===== src/rtl/mdp_ram_arb.sv =====
// ----------------------------------------------------------------------------
// mdp_ram_arb
//
// This block lets two requesters share one single-port MD+ command/status RAM.
// Port A is the MCU-side CPU-simulation path. Port B is the PI/SPI path from
// the everdrive MCU. Only one access is issued every two cycles. A two-state
// FSM (IDLE -> GRANT -> IDLE) sequences the accesses, and round-robin breaks
// ties between the ports.
//
// Timing, for a request sampled in IDLE at cycle N:
//   N+1 : ram_* strobes and x_ack are driven (GRANT).
//   N+2 : ram_rdata is valid (the RAM has one cycle of read latency).
//   N+3 : x_rvalid pulses and x_rdata is updated.
//
// The block also keeps a doorbell flag, cmd_pend.
//   - It is set when A writes DOORBELL_ADDR with the low byte enabled.
//   - It is cleared when B writes DOORBELL_ADDR with any byte enabled.
//   - The flag changes one cycle after the GRANT of that write.
//
// Ports
//   clk, rst_n                 system clock, asynchronous active-low reset
//   a_req/a_we/a_be/a_addr/a_wdata   port A request. Hold it stable until a_ack.
//   a_ack                      one-cycle pulse when the A access is issued
//   a_rvalid/a_rdata           A read return. a_rdata holds until the next A read.
//   b_*                        the same signals for port B
//   ram_ce/ram_we/ram_be/ram_addr/ram_wdata   RAM strobes, one cycle per grant
//   ram_rdata                  RAM read data, valid the cycle after ram_ce
//   cmd_pend                   doorbell flag: a command is pending for B
// ----------------------------------------------------------------------------
module mdp_ram_arb #(
  parameter int              AW            = 8,
  parameter int              DW            = 16,
  parameter logic [AW-1:0]   DOORBELL_ADDR = 8'hFF
) (
  input  logic              clk,
  input  logic              rst_n,

  input  logic              a_req,
  input  logic              a_we,
  input  logic [DW/8-1:0]   a_be,
  input  logic [AW-1:0]     a_addr,
  input  logic [DW-1:0]     a_wdata,
  output logic              a_ack,
  output logic              a_rvalid,
  output logic [DW-1:0]     a_rdata,

  input  logic              b_req,
  input  logic              b_we,
  input  logic [DW/8-1:0]   b_be,
  input  logic [AW-1:0]     b_addr,
  input  logic [DW-1:0]     b_wdata,
  output logic              b_ack,
  output logic              b_rvalid,
  output logic [DW-1:0]     b_rdata,

  output logic              ram_ce,
  output logic              ram_we,
  output logic [DW/8-1:0]   ram_be,
  output logic [AW-1:0]     ram_addr,
  output logic [DW-1:0]     ram_wdata,
  input  logic [DW-1:0]     ram_rdata,

  output logic              cmd_pend
);

  localparam int BW = DW / 8;

  typedef enum logic {
    IDLE  = 1'b0,
    GRANT = 1'b1
  } state_t;

  state_t            state_q, state_d;

  // last_b_q = 1 means B won the most recent grant. It resets to B,
  // so A wins the first tie.
  logic              last_b_q, last_b_d;

  // This bit marks a GRANT cycle that carries a read. It arms the return path.
  logic              rd_issue_q, rd_issue_d;

  // The read return is tracked by one pending bit and one owner bit.
  // Reads are granted at most every 2 cycles, and the return takes 2 cycles,
  // so a second tracking slot is never needed.
  logic              rd_pend_q;
  logic              rd_owner_b_q;

  logic              ram_ce_d, ram_we_d;
  logic [BW-1:0]     ram_be_d;
  logic [AW-1:0]     ram_addr_d;
  logic [DW-1:0]     ram_wdata_d;
  logic              a_ack_d, b_ack_d;

  logic              win_b;
  logic              sel_we;
  logic [BW-1:0]     sel_be;
  logic [AW-1:0]     sel_addr;
  logic [DW-1:0]     sel_wdata;

  logic              db_hit, db_set, db_clr;

  // Arbitration and request mux.
  // B wins when it is the only requester, or when both ports request
  // and A won the last grant.
  assign win_b     = b_req & (~a_req | ~last_b_q);
  assign sel_we    = win_b ? b_we    : a_we;
  assign sel_be    = win_b ? b_be    : a_be;
  assign sel_addr  = win_b ? b_addr  : a_addr;
  assign sel_wdata = win_b ? b_wdata : a_wdata;

  // Next-state and next-output logic for the FSM.
  // NOTE: every signal gets a default before the case statement. Without
  // the defaults, a path that skips an assignment would infer a latch.
  always_comb begin
    state_d     = state_q;
    last_b_d    = last_b_q;
    rd_issue_d  = 1'b0;
    ram_ce_d    = 1'b0;
    ram_we_d    = 1'b0;
    ram_be_d    = '0;
    ram_addr_d  = '0;
    ram_wdata_d = '0;
    a_ack_d     = 1'b0;
    b_ack_d     = 1'b0;

    case (state_q)
      IDLE: begin
        if (a_req | b_req) begin
          state_d     = GRANT;
          last_b_d    = win_b;
          rd_issue_d  = ~sel_we;
          ram_ce_d    = 1'b1;
          // A write with no byte enabled still gets an ack,
          // but it must leave the RAM untouched.
          ram_we_d    = sel_we & (|sel_be);
          ram_be_d    = sel_we ? sel_be : {BW{1'b1}};
          ram_addr_d  = sel_addr;
          ram_wdata_d = sel_we ? sel_wdata : '0;
          a_ack_d     = ~win_b;
          b_ack_d     = win_b;
        end
      end
      GRANT: begin
        // Requests are not sampled here. The strobes registered in IDLE
        // are live for this one cycle only.
        state_d = IDLE;
      end
      default: state_d = IDLE;
    endcase
  end

  // Registers for the FSM and the RAM strobes.
  // NOTE: sequential state uses non-blocking assignments only. All flops
  // then update together at the edge, whatever order the blocks run in.
  always_ff @(posedge clk or negedge rst_n) begin
    if (!rst_n) begin
      state_q    <= IDLE;
      last_b_q   <= 1'b1;
      rd_issue_q <= 1'b0;
      ram_ce     <= 1'b0;
      ram_we     <= 1'b0;
      ram_be     <= '0;
      ram_addr   <= '0;
      ram_wdata  <= '0;
      a_ack      <= 1'b0;
      b_ack      <= 1'b0;
    end else begin
      state_q    <= state_d;
      last_b_q   <= last_b_d;
      rd_issue_q <= rd_issue_d;
      ram_ce     <= ram_ce_d;
      ram_we     <= ram_we_d;
      ram_be     <= ram_be_d;
      ram_addr   <= ram_addr_d;
      ram_wdata  <= ram_wdata_d;
      a_ack      <= a_ack_d;
      b_ack      <= b_ack_d;
    end
  end

  // Doorbell decode, evaluated in the GRANT cycle.
  // ram_we is only set for writes with a nonzero byte enable, so db_hit
  // already excludes reads and empty writes.
  assign db_hit = ram_ce & ram_we & (ram_addr == DOORBELL_ADDR);
  assign db_set = db_hit & a_ack & ram_be[0];
  assign db_clr = db_hit & b_ack;

  // Read return path and the doorbell flag.
  // Reset drops rd_pend_q, so a read in flight during reset is discarded
  // and never returns.
  always_ff @(posedge clk or negedge rst_n) begin
    if (!rst_n) begin
      rd_pend_q    <= 1'b0;
      rd_owner_b_q <= 1'b0;
      a_rvalid     <= 1'b0;
      b_rvalid     <= 1'b0;
      a_rdata      <= '0;
      b_rdata      <= '0;
      cmd_pend     <= 1'b0;
    end else begin
      rd_pend_q <= rd_issue_q;
      if (rd_issue_q) begin
        rd_owner_b_q <= b_ack;
      end

      a_rvalid <= rd_pend_q & ~rd_owner_b_q;
      b_rvalid <= rd_pend_q &  rd_owner_b_q;
      if (rd_pend_q & ~rd_owner_b_q) begin
        a_rdata <= ram_rdata;
      end
      if (rd_pend_q & rd_owner_b_q) begin
        b_rdata <= ram_rdata;
      end

      // Only one port is granted per cycle, so a set and a clear
      // can never coincide.
      if (db_set) begin
        cmd_pend <= 1'b1;
      end else if (db_clr) begin
        cmd_pend <= 1'b0;
      end
    end
  end

endmodule


===== config.mk =====
export PLATFORM = sky130hd
export DESIGN_NAME = mdp_ram_arb
export DESIGN_NICKNAME = d
export VERILOG_FILES = /design/src/rtl/mdp_ram_arb.sv
export SDC_FILE = /design/constraint.sdc
export NUM_CORES = 1
export LEC_CHECK = 0
export ABC_CLOCK_PERIOD_IN_PS = 1300
export CAP_MARGIN = 5
export CORE_MARGIN = 2
export CORE_UTILIZATION = 36
export CTS_BUF_LIST = sky130_fd_sc_hd__clkbuf_16
export CTS_CLUSTER_SIZE = 24
export DETAILED_ROUTE_END_ITERATION = 16
export HOLD_SLACK_MARGIN = 0.03
export MAX_ROUTING_LAYER = met4
export PLACE_DENSITY_LB_ADDON = 0.15
export SLEW_MARGIN = 15
export SYNTH_ARGS = -nofsm -noshare
export SYNTH_HDL_FRONTEND = slang
export SYNTH_SLANG_ARGS = --single-unit

===== constraint.sdc =====
create_clock -name clk -period 1.3 [get_ports clk]
set_input_delay 0.195 -clock clk [delete_from_list [all_inputs] [get_ports clk]]
set_output_delay 0.195 -clock clk [all_outputs]
set_load 0.01 [all_outputs]

# Yosys cells after proc, flatten, opt, wreduce, memory -nomap -nowiden
# Cells that the tools add are included.
# classes
n_eq_ne	1
mux	25
n_bitwise	17
n_reduce_logical	3
# ops
op	n
16-bit 2-to-1 mux	4
8-bit 2-to-1 mux	3
1-bit 2-to-1 mux	13
1-bit bitwise AND	9
8-bit == test, second input constant	1
2-bit 2-to-1 mux	4
1-bit NOT	6
1-bit OR	2
1-bit case mux with 2 select lines	1
2-bit AND reduction	1
2-bit nonzero test	1
2-bit OR reduction	1
# totals
reg_bits	70
inputBits	74
output_inout_bits	65
elab_cells	63

# Depth between registers and ports, before layout
# depth
depth_word	8
depth_mapped	5

# Least setup slack after synthesis
# No wires, ideal clock.
# synth_path
path_kind	register -> register
start	register last_b_q
end	register ram_wdata[10]
t_arrival_ps	1177
required_ps	1160
path_slack_ps	-17
stages_incl_launch_ff	6
n_path_buf	2
period_less_slack_ps	1317
cell_sequence	dfstp_2 -> a21bo_1 -> buf_6 -> buf_12 -> mux2i_1 -> nor3_2
# synth_between
elab_chain_cells	7
# synth_rtl
item	line_no	text
start: declaration	77	logic last_b_q, last_b_d;
start signal: assignment	169	last_b_q <= last_b_d;
1-bit NOT (*)	105	assign win_b = b_req & (~a_req | ~last_b_q);
1-bit OR (*)	105	
1-bit bitwise AND (*)	105	
16-bit 2-to-1 mux or 1-bit 2-to-1 mux (tied branches)	109, 106	
16-bit 2-to-1 mux (*)	138	ram_wdata_d = sel_we ? sel_wdata : '0;
16-bit 2-to-1 mux (*)	128	if (a_req | b_req) begin
16-bit 2-to-1 mux (*)	126	case (state_q)
via ram_wdata_d[10]	91	logic [DW-1:0] ram_wdata_d;
end signal: assignment	175	ram_wdata <= ram_wdata_d;
end: declaration	60	output logic [DW-1:0] ram_wdata,
# Mark *: on every way through the listed nets, which the timed path passes. The rest lies on a longest branch.
# A chain may end at the register's enable or synchronous reset.

# Worst setup path after layout
# Same ends and word-level chain as after synthesis.

==> key figures <==
Synth
  • Seq/Total Area, Yosys: 0.614
  • Syn avg cell area: 13.6 µm²
  • Cell taking the most area after synthesis: dfrtp_1
  • Synth cell types: 33
  • Synth area leaders: dfrtp_1 60%, mux2_2 11%, mux2i_1 5.7%, nor3_2 3.9%, nand2_1 2.5%
  • Top cell type's share of synthesized area: 0.604
  • Ys flop type: dfrtp_1
  • Post-Syn Area: 2820 µm²
  • Syn nets: 281
  • Post-Synthesis Cells: 207
  • Syn. warnings: 0
  • Share of flip-flops with an asynchronous set or reset: 1.00
  • Top-count cell post-synth: dfrtp_1
  • #FFs+latches synth: 69
  • Number of synthesized flops with an enable pin: 0
  • Post-synth top cells: 68 x dfrtp_1, 27 x mux2_2, 19 x nand2_1

Power
  • Int Pwr: 0.00587 W
  • Gate power share: 0.304
  • Maximum vdd drop: 0.687 mV
  • Leak: 2.25 nW
  • P_sw: 0.00220 W
  • Power density relative to cell area: 1700 nW/µm²
  • Clock network fraction of design power: 0.316
  • Switching share of power: 0.273
  • Flop pwr share: 0.380
  • Power Total: 0.00807 W

Critical path
  • R2R Path End: ram_wdata[10]
  • Slowest cell on crit path: dfstp_2
  • Worst r2r path cells: 4
  • Type of the worst setup path: reg2reg
  • R2r setup slk: -9 ps
  • Crit Path Max Fanout: 13
  • CP arrival: 1520 ps
  • Critical path's largest stage delay: 580 ps
  • Req. time, crit path: 1510 ps
  • CP startpoint kind: flip-flop
  • Setup crit end: ram_wdata[10]
  • FF-to-FF Start: last_b_q
  • CP cell instances: a21bo_4 -> buf_12 -> mux2i_2 -> nor3_2
  • Worst setup path start: last_b_q
  • Crit. End Element: flip-flop

CTS
  • CTS Buf Count: 9
  • Clock transition at the registers of the reported paths: 60 ps
  • Clk_lat worst skew: 320 ps
  • Max clock buf depth: 2
  • CTS tree: built
  • Clock root buffer master: clkbuf_16
  • Clock sink count: 69
  • Post-CTS setup buffer count: 0
  • H-tree depth: 3

Floorplanning
  • Initial Util: 0.368
  • Die width: 92.5 µm
  • DIE AREA: 8550 µm²
  • IO Pins: 139
  • Core Area: 7650 µm²
  • # rows: 32
  • Die Ht: 92.5 µm

Layout
  • Multi-input gate area: 1020 µm²
  • Area Overhead vs Synth: 68.9%
  • Diodes inserted: 0
  • Sequential Area: 1730 µm²
  • Fillcell total: 664
  • Layout cell share with drive strength beyond 1: 0.238
  • Nets: 439
  • Final cell count without fillers: 472

STA
  • RSZ-0062 raised after global routing: yes
  • # setup viols final: 1
  • Slew HR: 0.768
  • Slew at the pin closest to its max-slew limit: 348 ps
  • Fmax achieved: 764 MHz
  • Crit path time final: 1310 ps
  • Hold Vio Cnt, Final: 0
  • Slew Limit Fails: 0
  • Setup_tns: -8.70 ps
  • Final Cycle Share: 1.01
  • Setup Skew: 5.55 ps
  • Final worst slack: -8.70 ps

Status
  • Violations in the final reports: negative setup slack
  • Outcome: finished, violations left

Routing
  • Avg Vias per Cell: 4.60
  • Post-Route WL: 6670 µm
  • # DRC: 0
  • Drt pass-1 iters: 4
  • Via Count: 2,171
  • DR WL/cell: 14.1 µm
  • DR iter-0 viols: 34
  • Final ANT Viol Nets: 0

Placement
  • Port Buffers: 138
  • Placer Congestion: 0.703
  • Setup slack at placement: -237 ps
  • DP Wirelength: 4880 µm
  • Inst Count DP: 455

Job
  • Max-cap violations: 0

Global routing
  • Vias in the first global route: 2,272
  • Initial antenna violation count: 0
  • Remaining global-route overflow: 0
  • Largest net degree at the start of global routing: 36
  • First-pass GRT wire length: 10,800 µm
  • GRT Util Overall: 0.170

Hold path
  • HP Class: in2async
power by group through the flow:
stage | clock [W] | combinational, W | sequential [W]
CTS | 0.00261 | 0.00249 | 0.00308
floorplan | 0 | 0.000838 | 0.00341
global placement | 0 | 0.00287 | 0.00310
global route | 0.00271 | 0.00265 | 0.00316
detailed placement | 0 | 0.00289 | 0.00314
finish | 0.00255 | 0.00246 | 0.00307
cells by family after synthesis:
logic type / share of synthesized area
compound gates: 0.0546
buf+inv: 0.0404
flops: 0.614
mux: 0.189
simple gates: 0.103
sequential cells by signal, summed over array words and instances, names as in the netlist, 2 cells and up:
register / count
a_rdata: 16
b_rdata: 16
ram_wdata: 16
ram_addr: 8
ram_be: 2
per-stage QoR:
stage	hold WS, ps	instance area (µm²)	util
4_1_cts	303	4730	0.618
2_1_floorplan	-101	2820	-
3_3_place_gp	117	4460	0.584
6_report	306	4760	0.622
5_1_grt	340	4760	0.622
3_5_place_dp	119	4460	0.584
metal layers:
| metal | share of wire | track usage | up-vias |
|---|---|---|---|
| met5 | 0 | - | - |
| met4 | 0.016 | 0.0746 | 0 |
| met3 | 0.061 | 0.0407 | 9 |
| met2 | 0.52 | 0.279 | 82 |
| met1 | 0.41 | 0.199 | 1031 |
| li1 | - | - | 1049 |
how the worst min path moves through the flow:
stage,end,slack [ps],cells after the start
6_report,b_rdata[11],310,2
4_1_cts,b_rdata[11],300,2
3_3_place_gp,a_rdata[11],120,1
2_1_floorplan,a_ack,-100,0
5_1_grt,b_rdata[11],340,2
3_5_place_dp,b_rdata[11],120,1
what timing repair did:
item / 4_1_cts / 5_1_grt
endpoints found under the hold margin: 11 / 0
hold buffers: 1 / 0
pin swaps: 0 / 0
endpoints found under the setup margin: 82 / 22
resized for setup: 70 / 6
final cells by class:
| class | count | share of cell area |
|---|---|---|
| Tap cell | 102 | 0.0268 |
| Sequential cell | 69 | 0.363 |
| Clock buffer | 9 | 0.0473 |
| Timing Repair Buffer | 158 | 0.323 |
| Clock inverter | 7 | 0.0189 |
| Multi-Input combinational cell | 120 | 0.215 |
| Inverter | 7 | 0.00552 |
worst max-delay path, delay by kind of cell (launching register included):
kind	cells	cell delay [ps]
AO/OA/AOI/OAI	1	160
buffers and inverters	1	150
flip-flops	1	580
multiplexers	1	240
AND/OR/NAND/NOR	1	50
cells in the final DEF, fill, tap and decap left out, types with 4 or more instances in the layout:
cell	synthesis	layout
buf_12	1	7
mux2i_2	0	4
mux2i_1	16	12
a21oi_1	10	10
dfrtp_1	68	67
buf_4	1	11
mux2_1	6	6
inv_1	7	7
nor3_1	7	5
nand2_1	19	19
mux2_2	27	27
nor3_2	11	13
clkbuf_16	0	9
dlygate4sd2_1	0	65
clkdlybuf4s50_1	0	72
Note: power is estimated with default switching activity, not from simulation.
